File: src/rtl/aes_ctr_sequencer.sv
// CTR-mode sequencer for the AES-256 core. It generates counter blocks from
// the IV, keeps at most one core encryption in flight, buffers the keystream
// in a small FIFO and XORs it with the host data stream.
module aes_ctr_sequencer #(
    parameter int NB_W     = 16,
    parameter int KS_DEPTH = 2
) (
    input  logic            clk,
    input  logic            rst,
    input  logic            start,
    input  logic            abort,
    input  logic [127:0]    iv,
    input  logic [NB_W-1:0] num_blocks,
    output logic            busy,
    output logic            done,
    input  logic            key_rdy,
    output logic            core_start,
    output logic [127:0]    core_ctr,
    input  logic            core_done,
    input  logic [127:0]    core_ks,
    input  logic            din_valid,
    output logic            din_ready,
    input  logic [127:0]    din,
    output logic            dout_valid,
    input  logic            dout_ready,
    output logic [127:0]    dout
);

    localparam int AW = (KS_DEPTH > 1) ? $clog2(KS_DEPTH) : 1;
    localparam int CW = $clog2(KS_DEPTH + 1);

    typedef enum logic [2:0] {IDLE, WAITKEY, RUN, DRAIN, FINISH} state_t;

    state_t          state;
    logic [127:0]    ctr;
    logic [NB_W-1:0] total;
    logic [NB_W-1:0] issued;
    logic [NB_W-1:0] outputs;
    logic            outstanding;
    logic [127:0]    ks_mem [KS_DEPTH];
    logic [AW-1:0]   wr_ptr;
    logic [AW-1:0]   rd_ptr;
    logic [CW-1:0]   ks_count;

    logic accept;
    logic out_xfer;
    logic push;
    logic issue;
    logic last_xfer;

    // Handshake and issue decisions, all derived from registered state.
    assign busy      = (state != IDLE);
    assign din_ready = (state == RUN) && (ks_count != '0) && (!dout_valid || dout_ready);
    assign accept    = din_valid && din_ready;
    assign out_xfer  = dout_valid && dout_ready;
    assign push      = (state == RUN) && core_done && outstanding;
    // Counting the in-flight op against FIFO space guarantees every
    // returning keystream block has a slot to land in.
    assign issue     = (state == RUN) && !abort && key_rdy && !outstanding &&
                       (issued < total) &&
                       ((32'(ks_count) + 32'(outstanding)) < KS_DEPTH);
    assign last_xfer = out_xfer && (outputs == total - NB_W'(1));

    // Keystream storage; occupancy lives in ks_count, so no reset is needed.
    always_ff @(posedge clk) begin
        if (push)
            ks_mem[wr_ptr] <= core_ks;
    end

    // Main sequencer FSM with FIFO pointers and registered outputs.
    always_ff @(posedge clk or negedge rst) begin
        if (!rst) begin
            state       <= IDLE;
            ctr         <= '0;
            total       <= '0;
            issued      <= '0;
            outputs     <= '0;
            outstanding <= 1'b0;
            wr_ptr      <= '0;
            rd_ptr      <= '0;
            ks_count    <= '0;
            done        <= 1'b0;
            core_start  <= 1'b0;
            core_ctr    <= '0;
            dout_valid  <= 1'b0;
            dout        <= '0;
        end else begin
            core_start <= 1'b0;
            done       <= 1'b0;
            case (state)
                IDLE: begin
                    // abort is ignored here, so start always wins.
                    if (start) begin
                        ctr         <= iv;
                        total       <= num_blocks;
                        issued      <= '0;
                        outputs     <= '0;
                        outstanding <= 1'b0;
                        state       <= (num_blocks == '0) ? FINISH : WAITKEY;
                    end
                end
                WAITKEY: begin
                    if (abort)
                        state <= IDLE;
                    else if (key_rdy)
                        state <= RUN;
                end
                RUN: begin
                    // issue needs no op in flight and push needs one, so
                    // they never coincide.
                    if (issue) begin
                        core_start  <= 1'b1;
                        core_ctr    <= ctr;
                        ctr         <= {ctr[127:64], ctr[63:0] + 64'd1};
                        issued      <= issued + NB_W'(1);
                        outstanding <= 1'b1;
                    end else if (push) begin
                        outstanding <= 1'b0;
                    end

                    if (abort) begin
                        wr_ptr     <= '0;
                        rd_ptr     <= '0;
                        ks_count   <= '0;
                        dout_valid <= 1'b0;
                        // An op completing this very cycle needs no drain.
                        state      <= (outstanding && !core_done) ? DRAIN : IDLE;
                    end else begin
                        if (push)
                            wr_ptr <= wr_ptr + AW'(1);
                        if (accept)
                            rd_ptr <= rd_ptr + AW'(1);
                        ks_count <= ks_count + CW'(push) - CW'(accept);

                        if (accept) begin
                            dout       <= din ^ ks_mem[rd_ptr];
                            dout_valid <= 1'b1;
                        end else if (out_xfer) begin
                            dout_valid <= 1'b0;
                        end

                        if (out_xfer)
                            outputs <= outputs + NB_W'(1);
                        if (last_xfer)
                            state <= FINISH;
                    end
                end
                DRAIN: begin
                    // The late keystream belongs to a cancelled message.
                    if (core_done) begin
                        outstanding <= 1'b0;
                        state       <= IDLE;
                    end
                end
                FINISH: begin
                    done  <= 1'b1;
                    state <= IDLE;
                end
                default: state <= IDLE;
            endcase
        end
    end

endmodule

File: config.mk
export PLATFORM = sky130hd
export DESIGN_NAME = aes_ctr_sequencer
export DESIGN_NICKNAME = d
export VERILOG_FILES = /design/src/rtl/aes_ctr_sequencer.sv
export SDC_FILE = /design/constraint.sdc
export NUM_CORES = 1
export LEC_CHECK = 0
export ABC_AREA = 1
export ABC_CLOCK_PERIOD_IN_PS = 19900
export CAP_MARGIN = 0
export CORE_MARGIN = 10
export CORE_UTILIZATION = 55
export DETAILED_ROUTE_END_ITERATION = 10
export GPL_ROUTABILITY_DRIVEN = 0
export GPL_TIMING_DRIVEN = 1
export MAX_ROUTING_LAYER = met4
export PLACE_DENSITY = 0.88
export REMOVE_ABC_BUFFERS = 1
export SETUP_SLACK_MARGIN = 0.2
export SYNTH_ARGS = -nofsm -noshare
export SYNTH_HDL_FRONTEND = slang
export SYNTH_SLANG_ARGS = --single-unit
File: constraint.sdc
create_clock -name clk -period 19.9 [get_ports clk]
set_input_delay 3.98 -clock clk [delete_from_list [all_inputs] [get_ports clk]]
set_output_delay 3.98 -clock clk [all_outputs]
set_load 0.02 [all_outputs]
Word level (Yosys, flattened, before mapping)
Memory sizes are Yosys's and may differ from the RTL's.
Index checks and enable logic that the tools add are counted.

operators by class
  add/subtract/negate cells = 9
  equality and inequality tests = 13
  order comparisons = 2
  bitwise logic cells = 3
  reductions and logical operators = 38
  multiplexer cells = 36

operator list
  cell                     count
  $pmux W128 S2            1
  $mux W128                1
  $xor A128 B128 Y128      1
  $add A64 B1 Y64 const B  1
  $mux W16                 4
  $mux W64                 1
  $pmux W16 S2             2
  $add A16 B1 Y16 const B  2
  $mux W3                  7
  $eq A16 B16 Y1           1
  $logic_not A16 Y1        1
  $lt A16 B16 Y1           1
  $mux W1                  16
  $sub A16 B1 Y16 const B  1
  $logic_and A1 B1 Y1      13
  $pmux W3 S4              1
  $reduce_and A4 Y1        3
  $ne A2 B2 Y1 const B     5
  $reduce_and A2 Y1        5
  $ne A3 B3 Y1 const B     3
  $reduce_and A3 Y1        3
  $reduce_bool A3 Y1       3
  $reduce_bool A2 Y1       4
  $eq A3 B2 Y1 const B     2
  13 further kinds         19

storage, ports and cells
  word-level logic and storage cells = 117
  memories = 1
  bits of input ports = 408
  RAM bits = 256
  register bits = 443

memory list
  name    depth  width  read ports  clocked after memory_dff  write ports  line  RTL
  ks_mem  2      128    1           0                         1            40    logic [127:0] ks_mem [KS_DEPTH];

Longest topological paths before layout
  depth in word-level cells = 8
  depth in mapped cells = 16

Least setup slack after synthesis
No wires, ideal clock.

  path type = in2reg
  from = input port core_done
  to = memory ks_mem[1][0] (enable)
  path slack = 9.781 ns
  stages on the path = 2
  data required time = 19.281 ns
  buffers on the path = 0
  data arrival time = 9.500 ns
  setup time = 0.619 ns
  cell sequence = nand3_1 -> nor2_1

on the way
  longest elaborated chain between the ends = 4

RTL lines
  what                              line  RTL
  from (decl)                       19    input logic core_done,
  $logic_and A1 B1 Y1 (2 in a row)  56    assign push = (state == RUN) && core_done && outstanding;
  $mux W1                           66    if (push)
  $mux W1 (implied by the code)     67    ks_mem[wr_ptr] <= core_ks;
  to (decl)                         40

No other way between the ends.

Worst setup path in the final report
  from = input port dout_ready
  to = output port din_ready

on the way
  longest elaborated chain between the ends = 2

RTL lines
  what                 line  RTL
  from (decl)          25    input logic dout_ready,
  $logic_or A1 B1 Y1   53    assign din_ready = (state == RUN) && (ks_count != '0) && (!dout_valid || dout_ready);
  $logic_and A1 B1 Y1  53
  to (decl)            22    output logic din_ready,

No other way between the ends.

==> metrics.md <==
| Metric | Value |
|---|---|
| Final min period | `9.52 ns` |
| WL final | `106,000 um` |
| Lkg Pwr | `17.8 nW` |
| Synthesized flop and latch total | `699` |
| Slew headroom | `0.200` |
| All-layer global routing usage | `0.317` |
| Initial DRC Count | `3,133` |
| GRT overflow | `0` |
| CP peak stage delay | `0.67 ns` |
| Pre-antenna DRT Iters | `8` |
| # Post-CTS Setup Buffers | `0` |
| Placed cells | `4,616` |
| CP Data Arrival Time | `5.54 ns` |
| CP cell instances | `clkdlybuf4s50_1 > inv_1 > a221oi_2 > clkdlybuf4s50_1` |
| Worst path slowest cell | `clkdlybuf4s50_1` |
| Drt via density | `5.51` |
| Measured slew at the worst slew-check pin | `1.20 ns` |
| Synthesized area | `31,100 um2` |
| Hold-fix buffers, CTS | `0` |
| Share of the yosys chip area belonging to registers | `0.604` |
| Vert. Die Dim | `258 um` |
| Yosys top cell area share | `0.356` |
| Distinct cells, synth | `43` |
| Final std cells w/o fill | `4,791` |
| Worst skew pair latency | `0.63 ns` |
| Share of cells above drive strength 1 | `0.0401` |
| Clock root cell | `clkbuf_16` |
| Fin nets | `4,363` |
| Final TNS setup | `0 ns` |
| Worst VDD drop | `0.107 mV` |
| Initial Util | `0.554` |
| Largest net degree at the start of global routing | `166` |
| Via count | `26,415` |
| Number of global-route vias before repair | `26,479` |
| Die W | `258 um` |
| Full die area | `66,500 um2` |
| Io pins | `669` |
| Clock sink count | `699` |
| CTS tree | `yes` |
| Antenna violations before repair | `40` |
| First-pass GRT wire length | `157,000 um` |
| Max_cap viols | `0` |
| CTS Buf Count | `72` |
| Clock transition at path regs | `0.06 ns` |
| DR DRC count | `0` |
| Mean post-synth cell area | `9.41 um2` |
| CORE AREA | `56,200 um2` |
| ANT nets after route | `0` |
| CP Data Required Time | `15.92 ns` |
| Max FO, Critical Path | `2` |
| CP Launch Type | `primary input` |
| Period utilization | `0.478` |
| Bufs and invs on worst path | `3` |
| Most frequent CP cell | `clkdlybuf4s50_1` |
| Row count | `87` |
| FMAX | `105 MHz` |
| Slew Limit Fails | `0` |
| Post-CTS resize count | `0` |
| Largest area contributor in the synthesized netlist | `dfrtp_1` |
| Hpwl dp | `73,600 um` |
| Skew final | `0.0326 ns` |
| Unrepaired setup endpoints after global routing | `no` |
| H-Tree Level Count | `3` |
| Setup violators final | `0` |
| YS warnings | `0` |
| Status | `finished clean` |
| P per Cell Area | `145 nW/um2` |
| CP top delay family | `buffers and inverters` |
| Max Buffers Root-to-Sink | `3` |
| P&R area growth vs syn | `31.4%` |
| IO buf count | `668` |
| Final Hold Fails | `0` |
| Worst Setup End Kind | `output pin` |
| Cells after Synth | `3,307` |
| CP Class | `primary input to output pin` |
| Wire length per cell | `22.2 um` |
| Hold Crit Class | `register to register` |
| Ranking of synthesized cells by area | `dfrtp_1, edfxtp_1, nand2_1` |
-- path summary, 6_finish.rpt --
| kind | from | endpoint | slack, ns | cells past startpoint |
|---|---|---|---|---|
| worst min-delay path | core_ctr[35] | core_ctr[35] | 0.48 | 2 |
| worst max-delay path | dout_ready | din_ready | 10.38 | 4 |
| max in group asynchronous | rst | issued[7] | 14.09 | 3 |
| min in group asynchronous | rst | core_ctr[46] | 3.46 | 1 |
| worst min register to register | core_ctr[35] | core_ctr[35] | 0.48 | 2 |
| worst max register to register | state[2] | ks_mem[0][72] | 15.63 | 7 |
-- layer usage --
layer | global-route usage | vias up | share of wire
li1 | - | 12041 | -
met1 | 0.343 | 12566 | 0.34
met2 | 0.516 | 1477 | 0.49
met3 | 0.0965 | 331 | 0.10
met4 | 0.181 | 0 | 0.061
met5 | - | - | 0
-- worst reg2reg max path, delay by kind of cell (launching register included) --
| kind | cells | cell delay (ns) |
|---|---|---|
| buffers and inverters | 3 | 1.77 |
| AND/OR/NAND/NOR | 4 | 1.62 |
| flip-flops | 1 | 0.42 |
-- power by group --
part | internal, mW | leakage [nW] | total, mW | switching, mW
registers | 1.90 | 7.91 | 2.21 | 0.316
logic | 0.908 | 8.68 | 2.31 | 1.40
clock network | 0.792 | 1.17 | 1.39 | 0.595
-- logic make-up (layout without fill, tap and decap cells) --
logic type,Yosys count,count (layout),share of synthesized area
AOI/OAI and AO/OA,442,442,0.0739
xor gates and xnor gates,196,196,0.0552
adders and majority gates,21,21,0.00845
buffers and inverters,394,1080,0.0497
DFF,699,699,0.604
muxes,49,49,0.0158
other,0,42,0
and+or+nand+nor,1506,1506,0.193
-- registers in the layout, summed over array words and instances, names as in the netlist --
signal,count
issued,16
outputs,16
state,3
ctr,128
done,1
total,16
core_start,1
dout_valid,1
rd_ptr,1
core_ctr,128
wr_ptr,1
ks_mem,256
ks_count,2
dout,128
outstanding,1
-- per-stage QoR --
step	total power, mW	cell area, um2	utilization	hold slack (ns)	worst slack, ns
after floorplan	3.42	30500	-	0.442	8.92
after global placement	4.37	38400	0.683	0.447	10.48
after detailed placement	4.47	38400	0.683	0.463	10.41
after CTS	5.90	40800	0.726	0.481	10.40
after global routing	6.19	40900	0.728	0.500	10.38
final	5.91	40900	0.728	0.476	10.38
-- layout make-up --
cell class	instances	area (um2)
tap	756	946
antenna	42	105
sequential	699	18800
multi-input combinational	2214	10800
clock inverter	28	363
fill	3632	15300
inverter	262	995
clock buffer	105	2050
timing repair buffer	685	6820
-- layout by cell type (no fill, tap or decap), types with 4 or more instances in the layout --
master | Yosys | routed
or2_2 | 9 | 9
mux2i_1 | 49 | 49
o31ai_1 | 9 | 9
buf_4 | 2 | 17
a21boi_0 | 7 | 7
dfrtp_1 | 443 | 442
clkbuf_16 | 0 | 73
nor3_2 | 4 | 4
edfxtp_1 | 256 | 256
nor2_4 | 2 | 4
nand3b_1 | 5 | 5
a21oi_1 | 29 | 29
nor2_1 | 159 | 157
clkdlybuf4s50_1 | 0 | 667
ha_1 | 21 | 21
nand4_1 | 18 | 18
nor4_1 | 15 | 15
clkbuf_8 | 0 | 10
nand3_1 | 85 | 85
nor3_1 | 45 | 45
xor2_1 | 59 | 59
clkbuf_1 | 67 | 22
o21ai_1 | 254 | 254
clkinv_2 | 0 | 10
diode_2 | 0 | 42
o21ai_0 | 128 | 128
nand2_1 | 1157 | 1155
inv_1 | 257 | 256
xnor2_1 | 137 | 137
bufinv_16 | 0 | 5
-- Yosys cell counts (all sizes together) --
cell type and number:
nor3b 1, nand3 85, dfrtp 443, ha 21
o21ai 383, nor2 162, o22ai 1, a21o 2
xor2 59, mux2i 49, a21boi 7, o211ai 1
a22o 1, or2 9, a211oi 2, o2111a 1
a21oi 29, clkbuf 67, nor4 15, o21a 2
nor3 50, buf 65, o31ai 9, edfxtp 256
a31oi 2, nand2 1160, nand3b 5, nand4 19
inv 262, a221oi 1, xnor2 137, o21bai 1
(Power assumes the default switching activity.)
